File: src/rtl/pipe_defs.sv
// rtl/pipe_defs.sv - shared field layout and func codes for the pipeline front end
package pipe_defs;

  localparam int FUNC_W  = 4;
  localparam int REG_W   = 4;
  localparam int ADDR_W  = 8;
  localparam int INSTR_W = 24;

  localparam int FUNC_LSB = 20;
  localparam int RS1_LSB  = 16;
  localparam int RS2_LSB  = 12;
  localparam int RD_LSB   = 8;
  localparam int ADDR_LSB = 0;

  typedef enum logic [FUNC_W-1:0] {
    F_ADD   = 4'd0,
    F_SUB   = 4'd1,
    F_MUL   = 4'd2,
    F_AND   = 4'd3,
    F_OR    = 4'd4,
    F_XOR   = 4'd5,
    F_PASSA = 4'd6,
    F_PASSB = 4'd7,
    F_NEGA  = 4'd8,
    F_NEGB  = 4'd9,
    F_SRA   = 4'd10,
    F_SLA   = 4'd11
  } func_e;

  typedef struct packed {
    logic [FUNC_W-1:0] func;
    logic [REG_W-1:0]  rs1;
    logic [REG_W-1:0]  rs2;
    logic [REG_W-1:0]  rd;
    logic [ADDR_W-1:0] addr;
  } instr_t;

  function automatic instr_t decode(input logic [INSTR_W-1:0] w);
    instr_t d;
    d.func = w[FUNC_LSB +: FUNC_W];
    d.rs1  = w[RS1_LSB  +: REG_W];
    d.rs2  = w[RS2_LSB  +: REG_W];
    d.rd   = w[RD_LSB   +: REG_W];
    d.addr = w[ADDR_LSB +: ADDR_W];
    return d;
  endfunction

endpackage

File: src/rtl/pipe_ififo.sv
// rtl/pipe_ififo.sv - DEPTH x W synchronous instruction FIFO, refuses pushes while full
module pipe_ififo #(
  parameter int DEPTH = 8,
  parameter int W     = 24,
  localparam int AW   = $clog2(DEPTH)
) (
  input  logic         clk1,
  input  logic         rst_n,
  input  logic         push,
  input  logic [W-1:0] wdata,
  input  logic         pop,
  output logic [W-1:0] rdata,
  output logic         full,
  output logic         empty,
  output logic [AW:0]  level
);

  logic [W-1:0]  mem [DEPTH];
  logic [AW-1:0] wr_ptr;
  logic [AW-1:0] rd_ptr;
  logic          do_push;
  logic          do_pop;

  assign full    = (level == (AW+1)'(DEPTH));
  assign empty   = (level == '0);
  assign do_push = push && !full;
  assign do_pop  = pop && !empty;
  assign rdata   = mem[rd_ptr];

  always_ff @(posedge clk1) begin
    if (do_push) mem[wr_ptr] <= wdata;
  end

  // Pointers are AW bits wide so DEPTH being a power of two gives the wrap for free.
  always_ff @(posedge clk1 or negedge rst_n) begin
    if (!rst_n) begin
      wr_ptr <= '0;
      rd_ptr <= '0;
      level  <= '0;
    end else begin
      if (do_push) wr_ptr <= wr_ptr + AW'(1);
      if (do_pop)  rd_ptr <= rd_ptr + AW'(1);
      case ({do_push, do_pop})
        2'b10:   level <= level + (AW+1)'(1);
        2'b01:   level <= level - (AW+1)'(1);
        default: level <= level;
      endcase
    end
  end

endmodule

File: src/rtl/pipe_issue.sv
// rtl/pipe_issue.sv - buffers, decodes and issues instructions, stalling on RAW hazards
module pipe_issue
  import pipe_defs::*;
#(
  parameter int DEPTH   = 8,
  parameter int HAZ_WIN = 2
) (
  input  logic                     clk1,
  input  logic                     rst_n,
  input  logic                     in_valid,
  output logic                     in_ready,
  input  logic [INSTR_W-1:0]       in_instr,
  input  logic                     hold,
  output logic [REG_W-1:0]         rs1,
  output logic [REG_W-1:0]         rs2,
  output logic [REG_W-1:0]         rd,
  output logic [FUNC_W-1:0]        func,
  output logic [ADDR_W-1:0]        addr,
  output logic                     issue_valid,
  output logic [$clog2(DEPTH):0]   fifo_level,
  output logic [15:0]              issue_cnt,
  output logic [15:0]              stall_cnt
);

  logic [INSTR_W-1:0] head_word;
  logic               full;
  logic               empty;
  logic               do_issue;
  logic               do_stall;
  logic               hazard;
  instr_t             head;

  logic [HAZ_WIN-1:0] sb_valid;
  logic [REG_W-1:0]   sb_rd [HAZ_WIN];

  assign in_ready = !full;

  pipe_ififo #(.DEPTH(DEPTH), .W(INSTR_W)) u_fifo (
    .clk1  (clk1),
    .rst_n (rst_n),
    .push  (in_valid),
    .wdata (in_instr),
    .pop   (do_issue),
    .rdata (head_word),
    .full  (full),
    .empty (empty),
    .level (fifo_level)
  );

  assign head = decode(head_word);

  // Both sources are checked regardless of func; single-operand ops stall conservatively.
  always_comb begin
    hazard = 1'b0;
    for (int i = 0; i < HAZ_WIN; i++) begin
      if (sb_valid[i] && ((sb_rd[i] == head.rs1) || (sb_rd[i] == head.rs2)))
        hazard = 1'b1;
    end
  end

  assign do_issue = !hold && !empty && !hazard;
  assign do_stall = !hold && !empty && hazard;

  always_ff @(posedge clk1 or negedge rst_n) begin
    if (!rst_n) begin
      rs1         <= '0;
      rs2         <= '0;
      rd          <= '0;
      func        <= '0;
      addr        <= '0;
      issue_valid <= 1'b0;
    end else if (!hold) begin
      issue_valid <= do_issue;
      if (do_issue) begin
        rs1  <= head.rs1;
        rs2  <= head.rs2;
        rd   <= head.rd;
        func <= head.func;
        addr <= head.addr;
      end
    end
  end

  // Entry 0 is the slot just issued; a stall or idle cycle inserts a bubble.
  always_ff @(posedge clk1 or negedge rst_n) begin
    if (!rst_n) begin
      sb_valid <= '0;
      for (int i = 0; i < HAZ_WIN; i++) sb_rd[i] <= '0;
    end else if (!hold) begin
      sb_valid[0] <= do_issue;
      sb_rd[0]    <= head.rd;
      for (int i = 1; i < HAZ_WIN; i++) begin
        sb_valid[i] <= sb_valid[i-1];
        sb_rd[i]    <= sb_rd[i-1];
      end
    end
  end

  always_ff @(posedge clk1 or negedge rst_n) begin
    if (!rst_n) begin
      issue_cnt <= '0;
      stall_cnt <= '0;
    end else begin
      if (do_issue && (issue_cnt != 16'hFFFF)) issue_cnt <= issue_cnt + 16'd1;
      if (do_stall && (stall_cnt != 16'hFFFF)) stall_cnt <= stall_cnt + 16'd1;
    end
  end

endmodule

File: config.mk
export PLATFORM = sky130hd
export DESIGN_NAME = pipe_issue
export DESIGN_NICKNAME = d
export VERILOG_FILES = /design/src/rtl/pipe_defs.sv /design/src/rtl/pipe_ififo.sv /design/src/rtl/pipe_issue.sv
export SDC_FILE = /design/constraint.sdc
export NUM_CORES = 1
export LEC_CHECK = 0
export ABC_AREA = 1
export BUFFER_PORTS_ARGS = -buffer_cell sky130_fd_sc_hd__buf_4
export CAP_MARGIN = 30
export CORE_MARGIN = 1
export CORE_UTILIZATION = 35
export CTS_CLUSTER_DIAMETER = 50
export DETAILED_ROUTE_END_ITERATION = 8
export GPL_ROUTABILITY_DRIVEN = 1
export REMOVE_ABC_BUFFERS = 1
export SYNTH_ARGS = -nofsm -noshare
export SYNTH_HDL_FRONTEND = slang
export SYNTH_SLANG_ARGS = --single-unit
File: constraint.sdc
create_clock -name clk1 -period 6.2 [get_ports clk1]
set_input_delay 0.31 -clock clk1 [delete_from_list [all_inputs] [get_ports clk1]]
set_output_delay 0.31 -clock clk1 [all_outputs]
set_load 0.03 [all_outputs]
; Word-level counts from Yosys, hierarchy flattened
; Memories as Yosys holds them, arrays and structs flattened.
; Index checks and enable logic that the tools add are counted.
; Widths: inputs -> output; s select.
[op_classes]
n_eq_ne = 9
addsub = 6
n_shift = 0
reduce_logical = 18
mul = 0
bitwise_logic = 1
magnitude_cmp = 0
n_mux = 5
n_div = 0
[op_table]
columns = cell, count
row1 = $add 16x1->16 const B, 2
row2 = $ne 16x16->1 const B, 2
row3 = $eq 4x4->1, 4
row4 = $logic_and 1x1->1, 9
row5 = $pmux 4 s2, 1
row6 = $add 3x1->3 const B, 2
row7 = $add 4x1->4 const B, 1
row8 = $eq 4x4->1 const B, 1
row9 = $logic_not 1->1, 4
row10 = $logic_not 4->1, 1
row11 = $mux 1, 4
row12 = $sub 4x1->4 const B, 1
row13 = $eq 2x1->1 const B, 1
row14 = $eq 2x2->1 const B, 1
row15 = $logic_or 1x1->1, 2
row16 = $reduce_and 2->1, 1
row17 = $reduce_bool 2->1, 1
row18 = $not 1->1, 1
[word_totals]
mem_bits_ro = 0
wordCells = 54
out_inout_bits = 62
n_memories = 1
reg_bits = 77
latch_bits = 0
mem_bits_rw = 192
[memory_table]
columns = memory, depth, width, read_ports, rd_clocked_by_memory_dff, wr, line
row1 = u_fifo.mem, 8, 24, 1, 0, 1, pipe_ififo.sv:18  ; logic [W-1:0] mem [DEPTH];

; Logic depth before layout (Yosys ltp)
; An unclocked memory read counts as a cell.
[depth]
ltp_word = 11
depth_mapped = 26
mapped_depth_nobuf = 23

; By module
; A second synthesis with hierarchy kept.
[unflattened]
hier_cells = 1392
hier_area_um2 = 12498.2
[modules_own_cells]
columns = mod, cells_per_inst, area_per_inst_um2, seq_area_each_um2, n_inst
row1 = pipe_ififo, 911, 8837.2, 6015.8, 1
row2 = pipe_issue, 481, 3661.0, 1651.6, 1

; Worst setup path before layout
; OpenSTA, ideal clock, no wires.
[synth_path]
path_type = flip-flop to flip-flop
start = register u_fifo.rd_ptr[0]
end = register u_fifo.level[3]
t_required_ns = 6.078
t_arrival_ns = 2.865
stages_incl_launch_ff = 27
setup_ns = 0.122
slack_ns = 3.213
path_cell_list = dfrtp_1 > buf_6 > inv_6 > buf_6 > nand2_1 > nand2_1 > nand2_1 > nand3_1 > nand2_1 > nand2_1 > nand2_1 > nor2_1 > nand2_1 > nand2_2 > nand2_4 > nand2_8 > nor2_8 > buf_6 > ha_1 > ha_1 > nand2_1 > nor2_1 > a211oi_1 > nor2_1 > nor2_1 > nand2_1 > xor2_1
[synth_between]
elab_chain_cells = 11
[synth_rtl]
columns = item, line
row1 = start: declaration, pipe_ififo.sv:20  ; logic [AW-1:0] rd_ptr;
row2 = start signal: assignment, pipe_ififo.sv:42  ; if (do_pop) rd_ptr <= rd_ptr + AW'(1);
row3 = $mem_v2 8x24 *, n/a
row4 = $eq 4x4->1, pipe_issue.sv:56  ; if (sb_valid[i] && ((sb_rd[i] == head.rs1) || (sb_rd[i] == head.rs2)))
row5 = $logic_or 1x1->1, pipe_issue.sv:56
row6 = $logic_and 1x1->1, pipe_issue.sv:56
row7 = $mux 1, pipe_issue.sv:56
row8 = $mux 1 *, pipe_issue.sv:56
row9 = $logic_not 1->1 *, pipe_issue.sv:61  ; assign do_issue = !hold && !empty && !hazard;
row10 = $logic_and 1x1->1 *, pipe_issue.sv:61
row11 = $logic_and 1x1->1 *, pipe_ififo.sv:27  ; assign do_pop = pop && !empty;
row12 = named net u_fifo.do_pop, pipe_ififo.sv:22  ; logic do_pop;
row13 = $eq 2x1->1 or $eq 2x2->1 (tied branches), pipe_ififo.sv:43  ; case ({do_push, do_pop})
row14 = $pmux 4 s2 or $reduce_bool 2->1 (tied branches), n/a
row15 = end signal: assignment, pipe_ififo.sv:44  ; 2'b10: level <= level + (AW+1)'(1);
row16 = end signal: assignment, pipe_ififo.sv:45  ; 2'b01: level <= level - (AW+1)'(1);
row17 = end signal: assignment, pipe_ififo.sv:46  ; default: level <= level;
row18 = end: declaration, pipe_ififo.sv:15  ; output logic [AW:0] level
; The timed path passes the listed nets; every way through them passes the cells marked *.
; A chain may end at the register's enable or synchronous reset.

; Worst setup path after layout
[layout_path]
start = register u_fifo.rd_ptr[0]
end = register u_fifo.level[3]
[layout_between]
elab_chain_cells = 11
[layout_rtl]
columns = item, line
row1 = $mem_v2 8x24 *, n/a
row2 = $eq 4x4->1, pipe_issue.sv:56
row3 = $logic_or 1x1->1, pipe_issue.sv:56
row4 = $logic_and 1x1->1, pipe_issue.sv:56
row5 = $mux 1, pipe_issue.sv:56
row6 = $mux 1 *, pipe_issue.sv:56
row7 = $logic_not 1->1 *, pipe_issue.sv:61
row8 = $logic_and 1x1->1 *, pipe_issue.sv:61
row9 = $logic_and 1x1->1 *, pipe_ififo.sv:27
row10 = $eq 2x1->1 or $eq 2x2->1 (tied branches), pipe_ififo.sv:43
row11 = $pmux 4 s2 or $reduce_bool 2->1 (tied branches), n/a
; Mark *: on every way between the ends. The rest lies on a longest branch, timed or not.

==> key figures <==
Run status
  • Outcome: completed

Final layout
  • Fin area: 14200 µm²
  • Ant diodes: 0
  • Area growth from synthesis to layout: 20.4%
  • Fillers: 3135
  • Final #Nets: 1274
  • Layout cells sized above 1: 14.5%
  • Layout Cells excl Fill: 1704

Die
  • CORE AREA: 32800 µm²
  • Rows: 66
  • Die Height: 185 µm
  • I/O pin count: 90
  • Die area: 34300 µm²
  • Initial Util: 35.9%
  • Die width: 185 µm

Routing
  • Vias: 8220
  • Post-DRT Antenna Nets: 0
  • Wirelength per Cell: 15.7 µm
  • DRC viols: 0
  • DR pass1 iterations: 5
  • DR iter-0 viols: 608
  • Vias per cell: 4.82
  • DRT Wirelength: 26700 µm

Synth
  • Register area share after synthesis: 65.2%
  • Main synth FF type: edfxtp_1
  • Synth cell types: 36
  • Post-Syn Instances: 1127
  • #FFs+latches synth: 268
  • Async set-reset flop share out of synthesis: 28.4%
  • Mapped Area: 11800 µm²
  • Post-synth EDFFs: 192
  • YS warnings: 0
  • Syn Area/Cell: 10.4 µm²

CTS
  • CTS Buf Count: 30
  • CTS Sinks: 268
  • Clk buf depth: 3
  • H-tree levels: 1
  • Reg clk slew, reported paths: 60 ps
  • CTS tree: done
  • Clk Latency, worst-skew pair: 580 ps
  • Clk root buf: clkbuf_16
  • Post-CTS Setup Bufs: 0

Power and ir drop
  • Power Density: 491 nW/µm²
  • Worst vdd ir: 0.287 mV
  • Leak: 0.00593 µW

Placement
  • RePlAce Congestion: 0.855
  • # port buffers: 89
  • Final HPWL DP: 15500 µm
  • Dpl cell area: 12900 µm²
  • Placed cells: 1623

Worst setup path
  • Worst Path Arrival: 4840 ps
  • Req. time, crit path: 6620 ps
  • Critical path class: reg2reg
  • CP Launch Type: register
  • Critical Path Fanout Max: 97
  • CP endpoint kind: register

STA
  • Minimum clock period: 4420 ps
  • Setup TNS: 0 ps
  • Period utilization: 71.3%
  • Relative slew slack: 29.1%
  • Clock Skew: 42.2 ps
  • Unrepaired setup endpoints after global routing: no
  • Finish-stage setup viols: 0
  • Least-Margin Pin Slew: 1060 ps
  • Hold Violations, Final: 0
  • Max Slew Vio Count: 0
  • Max Fclk: 226 MHz

Global routing
  • GR Util All Layers: 15.7%
  • Vias in the first global route: 7884
  • Initial antenna violation count: 0
  • Total grt overflow: 0
  • Pin count of the biggest net entering global routing: 98
  • First-pass GRT wire length: 42200 µm

Run
  • Max_cap viols: 0

Worst hold path
  • Hold crit path type: in2reg
[final timing paths]
path                                               from                            to  slack [ps]  depth (start not counted)
max                        u_fifo.rd_ptr[0]$_DFFE_PN0P_   u_fifo.level[3]$_DFFE_PN0P_        1780                         22
min                                                hold          sb_rd[0]$_DFFE_PN0N_          50                          2
max reg2reg                u_fifo.rd_ptr[0]$_DFFE_PN0P_   u_fifo.level[3]$_DFFE_PN0P_        1780                         22
min reg2reg                         addr[0]$_DFFE_PN0P_           addr[0]$_DFFE_PN0P_         490                          2
max in group asynchronous                         rst_n  u_fifo.rd_ptr[0]$_DFFE_PN0P_        4890                          3
min in group asynchronous                         rst_n           func[3]$_DFFE_PN0P_         130                          2
[state kept, by name, summed over array words and instances, names as in the netlist, 8 cells and up]
register and flops:
addr 8, issue_cnt 16, sb_rd 8, stall_cnt 16, u_fifo.mem 192
[metal layers]
layer	track usage [%]	vias to the layer above	share of wire, %
met5	0	-	0
met4	4.07	0	1.9
met3	2.18	40	4.8
met2	26.5	201	47
met1	21.2	3938	47
li1	-	4041	-
[cell type report]
class / count / area, µm² / area share (%)
multi-input cells: 724 / 3510 / 24.8
well taps: 442 / 553 / 3.91
repair buffers: 129 / 1050 / 7.42
inverters: 85 / 324 / 2.29
clock buffers: 36 / 813 / 5.74
flip-flops and latches: 268 / 7670 / 54.2
clock inverters: 20 / 239 / 1.69
[report_power, final]
| group | total [µW] | switching (µW) | internal (µW) | leakage (µW) |
|---|---|---|---|---|
| Sequential | 2490 | 193 | 2300 | 0.00272 |
| Clock | 1840 | 755 | 1080 | 0.000525 |
| Combinational | 2620 | 1810 | 811 | 0.00269 |
[timing repair]
action,4_1_cts,5_1_grt
hold buffers,25,0
endpoints found under the setup margin,0,0
resized for setup,0,0
endpoints found under the hold margin,203,0
[cell usage after synthesis, types with 11 or more instances]
cell / number / area share [%]
a21oi_1: 12 / 0.51
a32o_1: 12 / 1.0
clkbuf_1: 24 / 0.77
dfrtp_1: 76 / 16
edfxtp_1: 192 / 49
inv_1: 83 / 2.6
nand2_1: 353 / 11
nand3_1: 75 / 3.2
nand4_1: 20 / 1.1
nor2_1: 86 / 2.7
nor3_1: 13 / 0.55
o21ai_0: 69 / 2.9
o22ai_1: 16 / 0.85
xnor2_1: 11 / 0.82
xor2_1: 21 / 1.6
[layout by cell type, fill, tap and decap left out, types with 3 or more instances in the layout]
cell,count
a31oi_1,4
clkinv_2,7
edfxtp_1,192
nor3_1,13
buf_4,103
nand2_1,353
xnor2_1,11
dfrtp_1,75
a32o_1,12
inv_1,83
clkbuf_8,4
xor2_1,21
nand3_1,75
nor2_2,8
o21ai_1,6
inv_6,6
o22ai_1,16
a21oi_1,12
dlygate4sd3_1,25
clkbuf_16,30
bufinv_16,3
o21ai_0,69
nor2_1,78
nand4_1,20
nand3_2,3
ha_1,7
[logic make-up after synthesis]
| kind of cell | after synthesis | share of synthesized area (%) |
|---|---|---|
| buffers and inverters | 135 | 5.21 |
| flip-flops | 268 | 65.2 |
| adder cells (fa/ha/maj) | 8 | 0.915 |
| AND/OR/NAND/NOR | 563 | 20.4 |
| XOR/XNOR | 32 | 2.38 |
| AO/OA/AOI/OAI | 121 | 5.90 |
[worst max-delay path, cell delays in order (launching register included)]
cell,delay [ps]
dfrtp_2,400
buf_4,750
nand2_1,120
nand3_1,120
nand3_1,150
nand2_1,160
nand2_1,60
nand2_1,60
nor2_1,50
nand2_1,50
nand2_1,90
nand2_4,130
nand2_8,130
nor2_8,500
ha_1,300
ha_1,280
nand2_1,80
nor2_1,40
a211oi_1,260
nor2_1,80
nor2_1,90
nand2_1,60
xor2_1,150
[per-stage QoR]
step	utilization (%)	hold WS [ps]	power, µW	worst slack, ps
2_1_floorplan	-	14.4	4230	1410
3_3_place_gp	39.1	175	5100	1750
3_5_place_dp	39.2	178	5160	1840
4_1_cts	43.2	35.3	7030	1770
5_1_grt	43.2	62.3	7410	1310
6_report	43.2	51.8	6950	1780
Power figures use the tool's default switching activity.
